### src/rtl/neuron_mac_pkg.sv
// Shared definitions for the neuron MAC and the downstream sigmoid stage,
// so both sides agree on operand widths and the activation address format.
// Optional feature macro: NEURON_BIAS_EN (adds the product-aligned bias input).
package neuron_mac_pkg;

  localparam int NUM_WEIGHT   = 784;
  localparam int DATA_WIDTH   = 16;
  localparam int SIG_IN_WIDTH = 10;
  localparam int OUT_SHIFT    = 20;

  // Position tags carried alongside each product through the pipeline
  typedef struct packed {
    logic first;
    logic last;
  } tag_t;

  // Pair counter width; at least one bit even for tiny vectors
  function automatic int cnt_width(input int n);
    return (n <= 2) ? 1 : $clog2(n);
  endfunction

endpackage

### src/rtl/neuron_mac_sat_add.sv
// Combinational signed saturating adder. Overflow only happens when both
// operands share a sign and the wrapped sum does not; then clamp to the rail
// on the operands' side.
module sat_add #(
  parameter int W = 32
) (
  input  logic signed [W-1:0] i_a,
  input  logic signed [W-1:0] i_b,
  output logic signed [W-1:0] o_y
);

  logic signed [W-1:0] w_sum;
  logic                w_ovf;
  logic signed [W-1:0] w_max;
  logic signed [W-1:0] w_min;

  assign w_sum = i_a + i_b;
  assign w_max = {1'b0, {(W-1){1'b1}}};
  assign w_min = {1'b1, {(W-1){1'b0}}};

  // Select wrapped sum or the rail on the operands' side
  always_comb begin
    w_ovf = (i_a[W-1] == i_b[W-1]) && (w_sum[W-1] != i_a[W-1]);
    o_y   = w_sum;
    if (w_ovf) begin
      o_y = i_a[W-1] ? w_min : w_max;
    end
  end

endmodule

### src/rtl/neuron_mac.sv
// Neuron multiply-accumulate front end: three-stage pipeline
// (multiply/tag, saturating accumulate, bias/requantise) feeding the sigmoid
// lookup with a two's-complement address.
// Optional feature macro: NEURON_BIAS_EN (biasValue port, added in stage 3).
module neuron_mac
  import neuron_mac_pkg::*;
#(
  parameter int numWeight  = NUM_WEIGHT,
  parameter int dataWidth  = DATA_WIDTH,
  parameter int sigInWidth = SIG_IN_WIDTH,
  parameter int outShift   = OUT_SHIFT
) (
  input  logic                          clk,
  input  logic                          rst_n,
  input  logic signed [dataWidth-1:0]   myinput,
  input  logic signed [dataWidth-1:0]   weightValue,
  input  logic                          myinputValid,
`ifdef NEURON_BIAS_EN
  input  logic signed [2*dataWidth-1:0] biasValue,
`endif
  output logic signed [sigInWidth-1:0]  sum_out,
  output logic                          out_valid
);

  localparam int ACC_W = 2 * dataWidth;
  localparam int CNT_W = cnt_width(numWeight);
  localparam logic [CNT_W-1:0] LAST_CNT = CNT_W'(numWeight - 1);
  localparam logic signed [ACC_W-1:0] OUT_MAX = ACC_W'(2 ** (sigInWidth - 1) - 1);
  localparam logic signed [ACC_W-1:0] OUT_MIN = ~OUT_MAX;

  logic [CNT_W-1:0]          r_cnt;
  logic                      r_v1;
  tag_t                      r_tag;
  logic signed [ACC_W-1:0]   r_mul;
  logic signed [ACC_W-1:0]   r_acc;
  logic                      r_fin;
  logic signed [sigInWidth-1:0] r_sum_out;
  logic                      r_out_valid;

  logic signed [ACC_W-1:0]   w_mul;
  logic signed [ACC_W-1:0]   w_acc_sum;
  logic signed [ACC_W-1:0]   w_bias;
  logic signed [ACC_W-1:0]   w_final;
  logic signed [ACC_W-1:0]   w_shifted;
  logic signed [sigInWidth-1:0] w_req;

  assign w_mul = myinput * weightValue;

`ifdef NEURON_BIAS_EN
  assign w_bias = biasValue;
`else
  assign w_bias = '0;
`endif

  sat_add #(.W(ACC_W)) u_sat_acc (
    .i_a (r_acc),
    .i_b (r_mul),
    .o_y (w_acc_sum)
  );

  sat_add #(.W(ACC_W)) u_sat_bias (
    .i_a (r_acc),
    .i_b (w_bias),
    .o_y (w_final)
  );

  assign w_shifted = w_final >>> outShift;

  // Clamp the shifted sum into the activation address range
  always_comb begin
    w_req = w_shifted[sigInWidth-1:0];
    if (w_shifted > OUT_MAX) begin
      w_req = OUT_MAX[sigInWidth-1:0];
    end else if (w_shifted < OUT_MIN) begin
      w_req = OUT_MIN[sigInWidth-1:0];
    end
  end

  // Stage 1: register product, tag first/last pair, advance wrapping counter
  always_ff @(posedge clk or negedge rst_n) begin
    if (!rst_n) begin
      r_cnt <= '0;
      r_v1  <= 1'b0;
      r_tag <= '0;
      r_mul <= '0;
    end else begin
      r_v1 <= myinputValid;
      if (myinputValid) begin
        r_mul       <= w_mul;
        r_tag.first <= (r_cnt == '0);
        r_tag.last  <= (r_cnt == LAST_CNT);
        r_cnt       <= (r_cnt == LAST_CNT) ? '0 : r_cnt + CNT_W'(1);
      end
    end
  end

  // Stage 2: first pair loads the accumulator so vectors never carry over
  always_ff @(posedge clk or negedge rst_n) begin
    if (!rst_n) begin
      r_acc <= '0;
      r_fin <= 1'b0;
    end else begin
      r_fin <= r_v1 && r_tag.last;
      if (r_v1) begin
        r_acc <= r_tag.first ? r_mul : w_acc_sum;
      end
    end
  end

  // Stage 3: publish the requantised sum with a one-cycle valid pulse
  always_ff @(posedge clk or negedge rst_n) begin
    if (!rst_n) begin
      r_sum_out   <= '0;
      r_out_valid <= 1'b0;
    end else begin
      r_out_valid <= r_fin;
      if (r_fin) begin
        r_sum_out <= w_req;
      end
    end
  end

  assign sum_out   = r_sum_out;
  assign out_valid = r_out_valid;

endmodule
### config.mk
export PLATFORM = sky130hd
export DESIGN_NAME = neuron_mac
export DESIGN_NICKNAME = d
export VERILOG_FILES = /design/src/rtl/neuron_mac_pkg.sv /design/src/rtl/neuron_mac_sat_add.sv /design/src/rtl/neuron_mac.sv
export SDC_FILE = /design/constraint.sdc
export NUM_CORES = 1
export LEC_CHECK = 0
export CAP_MARGIN = 20
export CORE_ASPECT_RATIO = 1.4
export CORE_MARGIN = 8
export CORE_UTILIZATION = 55
export CTS_CLUSTER_DIAMETER = 50
export DETAILED_ROUTE_END_ITERATION = 6
export PLACE_DENSITY = 0.72
export SLEW_MARGIN = 25
export SYNTH_ARGS = -nofsm -noshare
export SYNTH_HDL_FRONTEND = slang
export SYNTH_SLANG_ARGS = --single-unit
### constraint.sdc
create_clock -name clk -period 5.18 [get_ports clk]
set_clock_uncertainty 0.2 [all_clocks]
set_input_delay 1.036 -clock clk [delete_from_list [all_inputs] [get_ports clk]]
set_output_delay 1.036 -clock clk [all_outputs]
set_load 0.05 [all_outputs]
# --- After elaboration in Yosys (flattened, before gate mapping) ---
# Index checks and enable logic that the tools add are counted.
totals:
  regBits: 89
  out_inout_bits: 11
  word_cells: 26
op_classes:
  addsub: 2
  multipliers: 1
  order_cmp: 2
  eq_ne: 3
  mux: 6
  n_reduce_logical: 3
ops:
  columns: ["cell", "n"]
  rows:
  - ["32-bit two-way mux", 3]
  - ["32-bit adder", 1]
  - ["16-bit by 16-bit multiplier with 32-bit output", 1]
  - ["10-bit two-way mux", 3]
  - ["12-bit by 10-bit greater-than comparator with 1-bit output (second input constant)", 1]
  - ["12-bit by 10-bit less-than comparator with 1-bit output (second input constant)", 1]
  - ["10-bit by 1-bit adder with 10-bit output (second input constant)", 1]
  - ["10-bit equality test (second input constant)", 1]
  - ["10-bit zero test", 1]
  - ["1-bit logical AND", 2]
  - ["1-bit equality test", 1]
  - ["1-bit != test", 1]

# --- Longest topological paths before layout ---
# Gate-level depths: netlist of run 1.
logic_depth:
  word_depth: 5
  ltp_mapped: 22
  ltp_nobuf: 21

# --- By module ---
# From an unflattened synthesis of run 1, not the netlist that was laid out.
unflattened:
  cells_unflattened: 2047
  hier_area_um2: 17998.5
modules_own_cells:
  columns: ["mod", "instances", "cells_per_inst", "area_per_inst_um2"]
  rows:
  - ["neuron_mac", 1, 1489, 13894.6]
  - ["sat_add", 2, 279, 2052.0]

# --- Worst setup path before layout of run 1 ---
# Ideal clock, no wire load.
synth_timing:
  path_kind: "input to register"
  startpoint: "input myinput[15]"
  endpoint: "register r_mul[31]"
  setup_time_ps: 131
  arrival_ps: 6773
  setup_slack_ps: -1924
  stages: 20
  path_buffers: 2
  path_cell_list: "clkbuf_1 -> nand2_1 -> inv_1 -> fa_1 -> fa_1 -> fa_1 -> fa_1 -> fa_1 -> inv_1 -> fa_1 -> inv_1 -> ha_1 -> clkbuf_1 -> and3_1 -> nor3b_1 -> o21ai_0 -> a41oi_1 -> o21ai_0 -> and3_1 -> or3_1"
synth_between:
  elab_chain_len: 1
synth_lines:
  columns: ["item", "line_no", "text"]
  rows:
  - ["from (decl)", "neuron_mac.sv:15", "input logic signed [dataWidth-1:0] myinput,"]
  - ["16-bit by 16-bit multiplier with 32-bit output", "neuron_mac.sv:47", "assign w_mul = myinput * weightValue;"]
  - ["to (signal assigned)", "neuron_mac.sv:89", "r_mul <= w_mul;"]
  - ["to (decl)", "neuron_mac.sv:34", "logic signed [ACC_W-1:0] r_mul;"]
# No other way between the ends.
# A chain may end at the register's enable or synchronous reset.

# --- Final worst setup path of run 1 ---
layout_timing:
  startpoint: "input myinput[11]"
  endpoint: "register r_mul[26]"
# Same word-level chain as after synthesis.

==> results of run 1 <==
## kinds of logic after synthesis
family | Yosys count
flops | 89
buf+inv | 386
compound gates | 300
simple gates | 488
fa+ha+maj | 378
mux | 18
xor+xnor | 50
## cell type report
cell class,count,share of cell area (%)
clock buffer,10,1.17
clock inverter,6,0.378
inverter,317,6.13
multi-input combinational,1234,64.5
sequential,89,11.4
tap,370,2.37
timing repair buffer,297,14.0
## worst max-delay path: stages
cell	delay (ns)
clkbuf_2	0.11
buf_12	0.12
buf_8	0.11
nand2_4	0.05
fa_1	0.57
fa_2	0.44
fa_1	0.51
inv_2	0.05
fa_1	0.50
fa_1	0.54
inv_2	0.04
fa_1	0.51
inv_2	0.05
ha_4	0.25
a21oi_2	0.13
o21a_1	0.16
o21a_1	0.18
a211oi_2	0.08
a211o_1	0.33
buf_6	0.14
a211o_1	0.29
a211oi_2	0.19
o31ai_1	0.08
## routing by layer
| layer | part of all wire (%) | vias to the layer above | track usage, % |
|---|---|---|---|
| li1 | - | 5955 | - |
| met1 | 37 | 6450 | 28.0 |
| met2 | 52 | 489 | 45.6 |
| met3 | 4.7 | 177 | 3.09 |
| met4 | 6.2 | 0 | 14.3 |
| met5 | 0 | - | 0 |
## cell usage in the layout, fill, tap and decap left out, types with 8 or more instances in the layout
master	count
a31oi_1	10
inv_1	283
buf_12	9
o21ai_1	8
o211ai_1	19
a21o_1	16
o21a_1	14
and2_4	36
a21oi_2	9
a21oi_1	63
nand2b_1	13
buf_6	70
dfrtp_1	89
nand2_1	176
fa_2	31
inv_2	32
ha_4	15
ha_1	96
nor3_1	13
nor2_1	63
o221ai_1	9
buf_4	181
o21ai_0	50
mux2_4	8
clkbuf_16	10
and3_1	10
and2_1	87
nand2_2	12
o2bb2ai_1	14
nand3_1	20
xnor2_1	36
xor2_1	11
clkdlybuf4s50_1	12
fa_1	232
## worst paths after layout
kind	cells past startpoint	endpoint	slack [ns]
worst max register to register	9	r_acc[20]	1.26
worst min register to register	1	r_fin	0.29
max in group asynchronous	2	r_acc[26]	3.28
min in group asynchronous	1	r_acc[1]	0.45
worst min-delay path	1	r_fin	0.29
worst max-delay path	23	r_mul[26]	-1.29
## metrics by stage
stage	hold WS [ns]	utilization, %
3_5_place_dp	0.276	64.3
2_1_floorplan	0.152	-
5_1_grt	0.311	70.6
3_3_place_gp	0.269	64.3
4_1_cts	0.292	68.8
6_report	0.288	70.6
## what timing repair did
action                                  4_1_cts  5_1_grt
endpoints found under the setup margin       25       25
pin swaps                                   122      107
cloned                                        8        1
buffers inserted                             59       20
gates resized for setup                     264      137
hold buffers                                  0        0
## state kept, by name, summed over array words and instances (netlist names)
signal and flops:
r_acc 32, r_mul 32, r_cnt 10, sum_out 10, r_tag 2, out_valid 1, r_fin 1, r_v1 1
==> results by group, run 1 <==
Status
  – Run status: finished, violations left
  – Failing checks: negative setup slack

STA
  – Max_slew headroom: 43.5%
  – RSZ-0062 raised after global routing: true
  – Final hold vios: 0
  – Setup-failing EPs final: 24
  – Slew Limit Fails: 0
  – Period utilisation layout: 125%
  – FMAX: 155 MHz
  – Min Tclk post-route: 6.47 ns
  – Worst Setup Slack, final: -1.29 ns
  – Worst slew pin tran: 0.846 ns
  – Final TNS setup: -21.72 ns

Setup path
  – Crit path DAT: 6.49 ns
  – Data required, critical path: 5.20 ns
  – CP Launch Point: myinput[11]
  – Crit. End Element: flop
  – Reg2reg start: r_mul[1]
  – Critical path type: in2reg
  – CP Max Fanout: 7
  – Worst setup SP type: input pin

Synth
  – Largest family of logic cells by synthesized area: adder cells
  – Synth Area per Inst: 9.05 um2
  – Post-synthesis compound-gate area fraction: 13.2%
  – Cell taking the most area after synthesis: fa_1
  – Netlist Area Pre-Place: 15500 um2
  – Top-area cell type share of the netlist area: 34.1%
  – Async SR Flop Fraction: 100%
  – Post-Synth Adder-Cell Area: 43.4%
  – Simple logic cell fraction of the synthesized area: 15.5%
  – Sequential area share after synthesis: 14.4%
  – Syn. warnings: 0
  – Main synth FF type: dfrtp_1
  – Cells after synthesis: 1709
  – Top cells by area, synth: fa_1 (34%), dfrtp_1 (14%), ha_1 (9.3%)
  – Post-synthesis mux area share: 1.29%
  – Yosys reg bits: 89
  – Unique masters post-synth: 69
  – Post-synthesis xor/xnor area fraction: 2.83%
  – Most frequent cell after synthesis: inv_1
  – Post-synth EDFFs: 0
  – Top cells by count, synth: inv_1 (316), fa_1 (263), nand2_1 (194), and2_1 (123), ha_1 (115)
  – Mapped Nets: 2122

Run
  – Max-Cap Viols: 0

CTS
  – Root buffer cell: clkbuf_16
  – H-tree levels: 3
  – Clock Tree Buf Depth: 2
  – Clk Latency, worst-skew pair: 0.35 ns
  – TritonCTS clock tree: yes
  – TritonCTS Buffers: 9
  – CTS sink count: 89
  – Reg clk slew, reported paths: 0.07 ns

Die
  – Core area: 27700 um2
  – Initial core utilization: 55.9%
  – # rows: 72
  – Die height: 214 um
  – IO Count: 46
  – Die Area: 33800 um2
  – Die width: 158 um

Final layout
  – Post-route insts no fill: 2323
  – FF+latch area: 2230 um2
  – Area of the multi-input gates: 12600 um2
  – # fillers: 1971
  – P&R area growth vs syn: 26.2%
  – Fraction of layout cells with a size suffix above 1: 26.2%
  – Nets: 2361
  – Post-Layout Inst Area: 19500 um2
  – Ant diodes: 0

Placed design
  – Post-DP HPWL: 30.7 mm
  – Port bufs: 45
  – DP Cell Count: 2228
  – Setup WS pre-CTS: -2.18 ns
  – DP Area: 17800 um2
  – GP Congestion: 1.04

Detailed routing
  – Initial DRT Pass Iterations: 5
  – Final WL: 41.8 mm
  – 1st-iter DRT viols: 760
  – ANT nets after route: 0
  – Via-to-Cell Ratio: 5.63
  – Drt drc: 0
  – Via count: 13100
  – WL/cell: 18.0 um

GRT
  – Global-route usage over all layers: 25.3%
  – Total grt overflow: 0
  – First-pass GRT wire length: 69.4 mm
  – Largest net degree at the start of global routing: 49
  – Initial antenna violation count: 0
  – Vias in the first global route: 14500

Hold path
  – Hold path start: r_tag[0]
  – HP Class: reg2reg
Power of run 1 is not shown: default switching activity piles up to over one toggle a cycle in this logic, so the estimate is an artifact.
==> run 2, diff against run 1 <==
- PLACE_DENSITY: 0.72 -> 0.75
- clock period: 5.18 -> 5.5 ns (I/O delays scaled with it)
==> results by group, run 2 (synthesized netlist as in run 1, its figures left out) <==
Status
  – Run status: finished, violations left
  – Failing checks: negative setup slack

Setup path
  – Worst setup SP type: input pin
  – Critical path type: in2reg
  – Crit path DAT: 6.62 ns
  – CP Max Fanout: 6
  – Crit. End Element: flop
  – Data required, critical path: 5.56 ns

CTS
  – TritonCTS clock tree: yes
  – Clock Tree Buf Depth: 2
  – CTS sink count: 89
  – Root buffer cell: clkbuf_16
  – Clk Latency, worst-skew pair: 0.35 ns
  – Reg clk slew, reported paths: 0.07 ns
  – H-tree levels: 3
  – TritonCTS Buffers: 9
  – Hold_buf cts: 0

Die
  – Die height: 214 um
  – Initial core utilization: 55.9%
  – Die width: 158 um
  – # rows: 72
  – Die Area: 33800 um2
  – IO Count: 46
  – Core area: 27700 um2

Detailed routing
  – Via-to-Cell Ratio: 5.63
  – WL/cell: 18.5 um
  – ANT nets after route: 0
  – 1st-iter DRT viols: 786
  – Initial DRT Pass Iterations: 5
  – Drt drc: 0
  – Final WL: 43.0 mm
  – Via count: 13100

Placed design
  – Port bufs: 45
  – GP Congestion: 1.00
  – Post-DP HPWL: 31.1 mm
  – DP Area: 17700 um2

GRT
  – Initial antenna violation count: 0
  – Vias in the first global route: 14500
  – First-pass GRT wire length: 69.6 mm
  – Total grt overflow: 0
  – Global-route usage over all layers: 25.6%
  – Largest net degree at the start of global routing: 50

STA
  – Worst Setup Slack, final: -1.06 ns
  – Max_slew headroom: 41.9%
  – Worst slew pin tran: 0.870 ns
  – Final hold vios: 0
  – Slew Limit Fails: 0
  – Min Tclk post-route: 6.56 ns
  – Setup-failing EPs final: 23
  – FMAX: 152 MHz
  – Period utilisation layout: 119%
  – RSZ-0062 raised after global routing: true

Final layout
  – Post-Layout Inst Area: 19300 um2
  – # fillers: 2018
  – Fraction of layout cells with a size suffix above 1: 24.2%
  – Most common cell after layout, fill and taps aside: inv_1
  – P&R area growth vs syn: 24.6%
  – Nets: 2363
  – Regs by FF count: r_acc (32), r_mul (32)
  – Most frequent cells in the layout: inv_1 (290), fa_1 (244), buf_4 (189)
  – Ant diodes: 0

Run
  – Max-Cap Viols: 0

Hold path
  – HP Class: reg2reg
run 2: worst paths after layout:
| check | to | slack [ns] | start | cells past startpoint |
|---|---|---|---|---|
| setup / recovery | r_mul[27] | -1.06 | myinput[15] | 21 |
| setup reg to reg | r_acc[23] | 1.60 | r_mul[1] | 9 |
| max in group asynchronous | r_mul[30] | 3.53 | rst_n | 2 |
| hold reg to reg | r_fin | 0.29 | r_tag[0] | 1 |
| hold / removal | r_fin | 0.29 | r_tag[0] | 1 |
| min in group asynchronous | r_mul[1] | 0.52 | rst_n | 1 |
run 2: critical path, cell delays in order:
cell,delay [ns]
buf_2,0.13
buf_6,0.14
buf_4,0.14
nand2_4,0.09
inv_1,0.08
fa_2,0.55
fa_1,0.44
fa_1,0.49
fa_1,0.51
fa_1,0.49
inv_1,0.05
fa_1,0.49
inv_2,0.05
ha_4,0.24
a21o_1,0.18
a221o_1,0.39
o21ai_2,0.21
a41oi_2,0.21
o21a_1,0.25
o21a_1,0.17
o31ai_1,0.20
run 2: repair_timing:
action	4_1_cts	5_1_grt
buffers inserted	57	17
pin swaps	105	65
setup endpoints to repair	25	24
cloned	8	0
gates resized for setup	238	107
run 2: cell type report:
| cell class | instances | area, um2 | area share (%) |
|---|---|---|---|
| clock buffer | 10 | 239 | 1.24 |
| inverter | 317 | 1190 | 6.20 |
| sequential | 89 | 2230 | 11.6 |
| timing repair buffer | 299 | 2670 | 13.9 |
| clock inverter | 6 | 73.8 | 0.383 |
| tap | 370 | 463 | 2.40 |
| multi-input combinational | 1234 | 12400 | 64.3 |
run 2: metrics by stage:
step	hold slack (ns)	setup WS [ns]	utilization [%]	std cells	TNS [ns]
after floorplan	0.152	-1.01	-	1709	-12.32
after global placement	0.269	-1.73	64.1	2233	-33.59
after detailed placement	0.272	-1.91	64.1	2233	-35.84
after CTS	0.288	-1.04	68.4	2313	-17.24
after global routing	0.310	-1.26	69.6	2325	-21.41
final	0.289	-1.06	69.6	2325	-17.25
run 2: layer usage:
metal,vias up,GRT usage (%),wire (um)
met1,6418,28.5,15700
met3,218,2.88,2190
met2,502,46.2,22200
met4,0,14.3,2810
met5,-,0,0
li1,5962,-,-
Power of run 2 is left out for the same reason.
